$ cat src/rtl/game_flow_ctrl_if.sv
// Control/status bundle between the game flow controller and its surroundings.
// master = stimulus side (buttons, ticks, timer), slave = the controller.
interface game_flow_ctrl_if;
  logic        i_tick;
  logic        btn_start;
  logic        btn_pause;
  logic [31:0] i_song_len_ms;
  logic [31:0] i_cur_time;
  logic        o_timer_clr;
  logic        o_timer_tick;
  logic [2:0]  o_state;
  logic [1:0]  o_countdown;
  logic        o_playing;
  logic        o_game_over;
  logic [31:0] o_remain_ms;

  modport master (
    output i_tick, btn_start, btn_pause, i_song_len_ms, i_cur_time,
    input  o_timer_clr, o_timer_tick, o_state, o_countdown, o_playing,
           o_game_over, o_remain_ms
  );

  modport slave (
    input  i_tick, btn_start, btn_pause, i_song_len_ms, i_cur_time,
    output o_timer_clr, o_timer_tick, o_state, o_countdown, o_playing,
           o_game_over, o_remain_ms
  );
endinterface

$ cat src/rtl/game_flow_ctrl.sv
// Round sequencer: IDLE -> COUNTDOWN -> RUN (<-> PAUSE) -> DONE, gating the game timer.
// Define GAME_FLOW_PAUSE_EN to enable the PAUSE state; otherwise btn_pause is ignored.
module game_flow_ctrl #(
  parameter int unsigned STEP_MS  = 1000,
  parameter int unsigned CD_STEPS = 3
) (
  input  logic             clk,
  input  logic             rst,
  game_flow_ctrl_if.slave  bus
);

  localparam int unsigned    MS_W    = (STEP_MS > 1) ? $clog2(STEP_MS) : 1;
  localparam logic [MS_W-1:0] MS_LAST = MS_W'(STEP_MS - 1);
  localparam logic [1:0]      CD_INIT = 2'(CD_STEPS);

  // Encoding is fixed so o_state is simply the state register.
  typedef enum logic [2:0] {
    S_IDLE      = 3'd0,
    S_COUNTDOWN = 3'd1,
    S_RUN       = 3'd2,
    S_PAUSE     = 3'd3,
    S_DONE      = 3'd4
  } state_e;

  state_e          state_q, state_d;
  logic [31:0]     len_q, len_d;
  logic [1:0]      cd_q, cd_d;
  logic [MS_W-1:0] ms_q, ms_d;
  logic            clr_q, clr_d;
  logic            time_up;
  logic            pause_req;

  // Timer may overshoot len_q, so end on >= rather than ==.
  assign time_up = (bus.i_cur_time >= len_q);

`ifdef GAME_FLOW_PAUSE_EN
  assign pause_req = bus.btn_pause;
`else
  logic unused_btn_pause;
  assign unused_btn_pause = bus.btn_pause;
  assign pause_req        = 1'b0;
`endif

  always_ff @(posedge clk or posedge rst) begin
    if (rst) begin
      state_q <= S_IDLE;
      len_q   <= '0;
      cd_q    <= '0;
      ms_q    <= '0;
      clr_q   <= 1'b0;
    end else begin
      state_q <= state_d;
      len_q   <= len_d;
      cd_q    <= cd_d;
      ms_q    <= ms_d;
      clr_q   <= clr_d;
    end
  end

  always_comb begin
    state_d = state_q;
    len_d   = len_q;
    cd_d    = cd_q;
    ms_d    = ms_q;
    clr_d   = 1'b0;
    case (state_q)
      S_IDLE: begin
        if (bus.btn_start) begin
          state_d = S_COUNTDOWN;
          len_d   = bus.i_song_len_ms;
          cd_d    = CD_INIT;
          ms_d    = '0;
          clr_d   = 1'b1;
        end
      end
      S_COUNTDOWN: begin
        if (bus.i_tick) begin
          if (ms_q == MS_LAST) begin
            ms_d = '0;
            if (cd_q > 2'd1) begin
              cd_d = cd_q - 2'd1;
            end else begin
              cd_d    = '0;
              state_d = S_RUN;
            end
          end else begin
            ms_d = ms_q + 1'b1;
          end
        end
      end
      S_RUN: begin
        if (time_up) begin
          state_d = S_DONE;
        end else if (pause_req) begin
          state_d = S_PAUSE;
        end
      end
`ifdef GAME_FLOW_PAUSE_EN
      S_PAUSE: begin
        if (bus.btn_start) begin
          state_d = S_IDLE;
          clr_d   = 1'b1;
        end else if (pause_req) begin
          state_d = S_RUN;
        end
      end
`endif
      S_DONE: begin
        if (bus.btn_start) begin
          state_d = S_IDLE;
        end
      end
      default: state_d = S_IDLE;
    endcase
  end

  always_comb begin
    bus.o_state      = state_q;
    bus.o_timer_clr  = clr_q;
    bus.o_timer_tick = bus.i_tick && (state_q == S_RUN);
    bus.o_playing    = (state_q == S_RUN);
    bus.o_game_over  = (state_q == S_DONE);
    bus.o_countdown  = (state_q == S_COUNTDOWN) ? cd_q : 2'd0;
    bus.o_remain_ms  = '0;
    case (state_q)
      S_COUNTDOWN:    bus.o_remain_ms = len_q;
      S_RUN, S_PAUSE: bus.o_remain_ms = time_up ? 32'd0 : (len_q - bus.i_cur_time);
      default:        bus.o_remain_ms = '0;
    endcase
  end

endmodule

$ cat src/flat_wrapper.sv
// flat-port wrapper written by rule: the top's interface ports become plain ports
module game_flow_ctrl_flat 
#(
  parameter int unsigned STEP_MS  = 1000,
  parameter int unsigned CD_STEPS = 3
)
  (clk, rst, bus_i_tick, bus_btn_start, bus_btn_pause, bus_i_song_len_ms, bus_i_cur_time, bus_o_timer_clr, bus_o_timer_tick, bus_o_state, bus_o_countdown, bus_o_playing, bus_o_game_over, bus_o_remain_ms);
  game_flow_ctrl_if bus_i ();
  input  logic clk;
  input  logic rst;
  input wire logic [$bits(bus_i.i_tick)-1:0] bus_i_tick;
  input wire logic [$bits(bus_i.btn_start)-1:0] bus_btn_start;
  input wire logic [$bits(bus_i.btn_pause)-1:0] bus_btn_pause;
  input wire logic [$bits(bus_i.i_song_len_ms)-1:0] bus_i_song_len_ms;
  input wire logic [$bits(bus_i.i_cur_time)-1:0] bus_i_cur_time;
  output wire logic [$bits(bus_i.o_timer_clr)-1:0] bus_o_timer_clr;
  output wire logic [$bits(bus_i.o_timer_tick)-1:0] bus_o_timer_tick;
  output wire logic [$bits(bus_i.o_state)-1:0] bus_o_state;
  output wire logic [$bits(bus_i.o_countdown)-1:0] bus_o_countdown;
  output wire logic [$bits(bus_i.o_playing)-1:0] bus_o_playing;
  output wire logic [$bits(bus_i.o_game_over)-1:0] bus_o_game_over;
  output wire logic [$bits(bus_i.o_remain_ms)-1:0] bus_o_remain_ms;
  assign bus_i.i_tick = bus_i_tick;
  assign bus_i.btn_start = bus_btn_start;
  assign bus_i.btn_pause = bus_btn_pause;
  assign bus_i.i_song_len_ms = bus_i_song_len_ms;
  assign bus_i.i_cur_time = bus_i_cur_time;
  assign bus_o_timer_clr = bus_i.o_timer_clr;
  assign bus_o_timer_tick = bus_i.o_timer_tick;
  assign bus_o_state = bus_i.o_state;
  assign bus_o_countdown = bus_i.o_countdown;
  assign bus_o_playing = bus_i.o_playing;
  assign bus_o_game_over = bus_i.o_game_over;
  assign bus_o_remain_ms = bus_i.o_remain_ms;
  game_flow_ctrl #(.STEP_MS(STEP_MS), .CD_STEPS(CD_STEPS)) u_core (.clk(clk), .rst(rst), .bus(bus_i));
endmodule
$ cat config.mk
export PLATFORM = sky130hd
export DESIGN_NAME = game_flow_ctrl_flat
export DESIGN_NICKNAME = d
export VERILOG_FILES = /design/src/rtl/game_flow_ctrl_if.sv /design/src/rtl/game_flow_ctrl.sv /design/src/flat_wrapper.sv
export SDC_FILE = /design/constraint.sdc
export NUM_CORES = 1
export LEC_CHECK = 0
export ABC_CLOCK_PERIOD_IN_PS = 2300
export BUFFER_PORTS_ARGS = -buffer_cell sky130_fd_sc_hd__buf_2
export CAP_MARGIN = 5
export CORE_AREA = 2 2 102 104
export CTS_BUF_LIST = sky130_fd_sc_hd__clkbuf_16
export CTS_CLUSTER_SIZE = 16
export DETAILED_ROUTE_END_ITERATION = 10
export DIE_AREA = 0 0 104 106
export PLACE_DENSITY = 0.71
export SLEW_MARGIN = 10
export SYNTH_ARGS = -nofsm -noshare
export SYNTH_HDL_FRONTEND = slang
export SYNTH_SLANG_ARGS = --single-unit
$ cat constraint.sdc
create_clock -name clk -period 2.3 [get_ports clk]
set_input_delay 0.115 -clock clk [delete_from_list [all_inputs] [get_ports clk]]
set_output_delay 0.115 -clock clk [all_outputs]
set_load 0.03 [all_outputs]
Word level (Yosys, flattened, before mapping)
Cells that the tools add are included.
Storage, ports and cells
  flip-flop bits (word level): 48
  input port bits: 69
  output and inout bits: 41
  logic and storage cells: 50
Operators by class
  add/sub/neg operators: 3
  magnitude comparators: 2
  eq/ne operators: 11
  mux-type cells: 21
  reduce and logical (&&, ||, !) cells: 8
Operators with widths (count)
  $pmux 32 s2: 1
  $ge 32x32->1: 1
  $mux 32: 1
  $sub 32x32->32: 1
  $mux 10: 3
  $pmux 10 s2: 1
  $mux 3: 6
  $pmux 3 s4: 1
  $add 10x1->10 const B: 1
  $eq 10x10->1 const B: 1
  $mux 2: 5
  $ne 2x2->1 const B: 4
  $eq 3x2->1 const B: 2
  $reduce_and 6->1: 1
  $ne 2x1->1 const B: 2
  $pmux 2 s2: 1
  $reduce_and 4->1: 1
  $eq 3x1->1 const B: 1
  $eq 3x3->1 const B: 1
  $logic_not 3->1: 1
  $reduce_and 3->1: 1
  $gt 2x1->1 const B: 1
  $mux 1: 2
  $reduce_and 2->1: 1
  other kinds (4): 4

Depth between registers and ports, before layout
  depth in word-level cells: 5
  gate-level depth with buffers: 12

Worst setup path after synthesis
Ideal clock, no wire load.
  path type: register -> output
  start: reg u_core.len_q[23]
  end: out bus_o_remain_ms[30]
  data arrival time: 2.860 ns
  required time: 2.185 ns
  slack: -0.675 ns
  cell stages (with the launch flop): 10
  path buffers: 0
  path through: dfrtp_1 ha_1 a21o_1 a21o_1 a21o_1 a21o_1 a21o_1 o311a_1 o21a_1 o31ai_1
Between the ends
  longest elaborated chain between the ends: 3
Ends and longest elaborated chain
  from (decl): line game_flow_ctrl.sv:26  | logic [31:0] len_q, len_d;
  from (signal assigned): line game_flow_ctrl.sv:53  | len_q <= len_d;
  $sub 32x32->32 or $ge 32x32->1 (tied branches): line game_flow_ctrl.sv:127, game_flow_ctrl.sv:34
  $mux 32 (*): line game_flow_ctrl.sv:127  | S_RUN, S_PAUSE: bus.o_remain_ms = time_up ? 32'd0 : (len_q - bus.i_cur_time);
  $pmux 32 s2 (*): line game_flow_ctrl.sv:125  | case (state_q)
  to (decl): line flat_wrapper.sv:22  | output wire logic [$bits(bus_i.o_remain_ms)-1:0] bus_o_remain_ms;
Every way passes the cells marked *; elsewhere a longest branch is shown, timed or not.

Worst setup path in the final report
  start: reg u_core.len_q[5]
  end: out bus_o_remain_ms[30]
Same word-level chain as after synthesis.

==> reports/metrics.yaml <==
global_route:
  grt_util_met3_pct: 3.25
  antenna_found_initial: 0
  grt_usage_pct: 26.3
  grt_pass1_vias: 5197
  grt_max_degree: 26
  use_met2_pct: 50.1
  grt_pass1_wl_um: 23900
  grtUsageMet1_pct: 31.2
  gr-total-overflow: 0
  busiest_layer: "met2"
synth:
  yosys_warnings: 0
  synth.distinct_cells: 58
  synth_area_um2: 4360
  ys_ff_latch: 48
  async_flop_share_pct: 100
  avgSynthCellArea_um2: 7.46
  seq_area_frac_synth_pct: 27.6
  netlist_instances: 584
  synth_edf_count: 0
  synthesis.nets: 687
  synth_top_flop_cell: "dfrtp_1"
pwr:
  power_per_cell_area_nw_per_um2: 533
  vdd_drop_max_mv: 0.369
  leakage_nw: 3.62
cts:
  cts_buffers: 5
  cts_root_buf: "clkbuf_16"
  htreeDepth: 2
  clock_sinks: 48
  clk_pin_slew_worst_paths_ns: 0.08
  cts_tree: "yes"
  clk_latency_ns: 0.30
  clock_path_buffers: 2
floorplanning:
  io_pins: 110
  initial_core_util_pct: 43.6
  dieArea_um2: 11000
  die_h_um: 106
  core_um2: 10000
  die_w_um: 104
  rows: 37
layout:
  finish.utilization_pct: 69.5
  final_common_cell: "nand2_1"
  area_delta_synth_final_pct: 59.6
  multi_input_area_um2: 3310
  most-common-layout-cells: "152 x nand2_1, 138 x buf_4, 79 x buf_2"
  final_cell_area_um2: 6950
  num_antenna_cells: 0
  drive_above_1_share_pct: 41.3
  num-nets-final: 925
  nFillCells: 844
  ff_latch_area_um2: 1200
hold_path:
  min_path_type: "in -> reg"
timing:
  fin_crit_sh_pct: 132
  setup-violations-final: 34
  max_slew_margin_pct: 58.9
  holdWs_ns: -0.00146
  max_freq_mhz: 329
  tightest_slew_ns: 0.615
  tns_ns: -21.74
  fin_skew_ns: 0.00700
  rsz0062_at_grt: "true"
  finalMaxSlewViolations: 0
  fin_crit_ns: 3.04
  finalHoldViolCount: 1
  setup_ws_ns: -0.739
route:
  ant_nets: 0
  firstDrtPassIters: 5
  drt_wl_total_um: 14300
  viasPerCell: 5.09
  vias: 4885
  first_iter_violations: 187
  post_drt_wl_per_cell_um: 14.9
  drc: 0
job:
  cap_violations: 0
setup_path:
  required_ns: 2.18
  crit_type: "reg -> out"
  crit_fanout: 4
  end_kind: "primary output"
  start_kind: "register"
  arrival_ns: 2.92
outcome:
  violations: "hold timing, setup timing"
  status: "finished, violations left"
placement:
  placed_area_um2: 6300
  gp_congestion: 0.930
  port_buffers: 108
  dp_hpwl_um: 10900
[critical path, stage by stage (launching register included)]
cell	delay, ns
dfrtp_1	0.41
ha_4	0.24
a21o_1	0.19
or3_4	0.35
o21a_1	0.22
o211a_1	0.25
o311a_1	0.32
o21a_1	0.20
o31ai_4	0.27
buf_6	0.17
[cells by family (layout without fill, tap and decap cells)]
kind of cell / Yosys count / after routing / synth area share, %
buffers and inverters: 71 / 310 / 7.06
AOI/OAI and AO/OA: 148 / 148 / 23.1
DFF: 48 / 48 / 27.6
xor gates and xnor gates: 33 / 33 / 6.63
and+or+nand+nor: 250 / 250 / 25.7
adders and majority gates: 34 / 34 / 9.93
[registers in the layout (all words and copies together), names as in the netlist]
name                    flops
u_core.bus.o_state          3
u_core.bus.o_timer_clr      1
u_core.cd_q                 2
u_core.len_q               32
u_core.ms_q                10
[area by class of cell]
| cell class | count | area share, % |
|---|---|---|
| Timing Repair Buffer | 257 | 27.7 |
| Multi-Input combinational cell | 465 | 47.6 |
| Clock inverter | 3 | 0.666 |
| Tap cell | 136 | 2.45 |
| Clock buffer | 5 | 1.80 |
| Inverter | 45 | 2.43 |
| Sequential cell | 48 | 17.3 |
[per-stage QoR]
stage / hold slack [ns] / instances / setup WS, ns / power, mW
6_report: -0.00146 / 959 / -0.739 / 3.70
5_1_grt: 0.00828 / 959 / -0.849 / 3.92
4_1_cts: 0.000577 / 958 / -0.778 / 3.64
3_5_place_dp: 0.230 / 938 / -0.680 / 2.63
3_3_place_gp: 0.206 / 938 / -0.563 / 2.59
2_1_floorplan: 0.220 / 584 / -0.271 / 2.00
[cell usage after synthesis, types with 4 or more instances]
master,n,area [um2]
o21ai_2,20,175
inv_1,44,165
nand2_1,152,571
nor3_1,12,60.1
nand3_1,6,30.0
a21oi_1,32,160
ha_1,33,413
a21o_1,14,105
a31oi_1,7,43.8
nor2b_1,8,50.1
xor2_1,14,123
o21a_1,7,52.6
xnor2_1,19,166
o21ai_0,31,155
o31ai_1,5,37.5
clkbuf_1,16,60.1
o211ai_1,4,30.0
nor2_1,31,116
nand4_1,9,56.3
buf_2,7,35.0
and2_1,5,31.3
dfrtp_1,48,1200
nand2b_1,6,37.5
[report_power, final]
part	switching [mW]	internal (mW)
sequential	0.0926	0.940
clock	0.377	0.519
combinational	0.903	0.871
[per-layer routing]
layer / vias up / part of all wire [%]
met3: 26 / 3.5
li1: 2466 / -
met2: 139 / 52
met4: 0 / 2.1
met1: 2254 / 42
met5: - / 0
[repair_timing]
action                                  in CTS  in global routing
pin swaps                                   20                 18
buffers inserted                            10                  2
endpoints found under the hold margin       24                  0
endpoints found under the setup margin      34                 34
hold buffers                                 1                  0
resized for setup                           75                 22
gates cloned                                 1                  0
[path summary, 6_finish.rpt]
check | from | cells past startpoint | slack (ns) | end
max | u_core.len_q[5]$_DFFE_PP0P_ | 9 | -0.74 | bus_o_remain_ms[30]
min | bus_i_song_len_ms[30] | 3 | -0.001 | u_core.len_q[30]$_DFFE_PP0P_
max reg2reg | u_core.len_q[5]$_DFFE_PP0P_ | 12 | -0.40 | u_core.bus.o_state[1]$_DFFE_PP0P_
min reg2reg | u_core.len_q[22]$_DFFE_PP0P_ | 2 | 0.52 | u_core.len_q[22]$_DFFE_PP0P_
max in group asynchronous | rst | 4 | 1.31 | u_core.len_q[13]$_DFFE_PP0P_
min in group asynchronous | rst | 3 | 0.44 | u_core.ms_q[5]$_DFFE_PP0P_
Note: power is estimated with default switching activity, not from simulation.
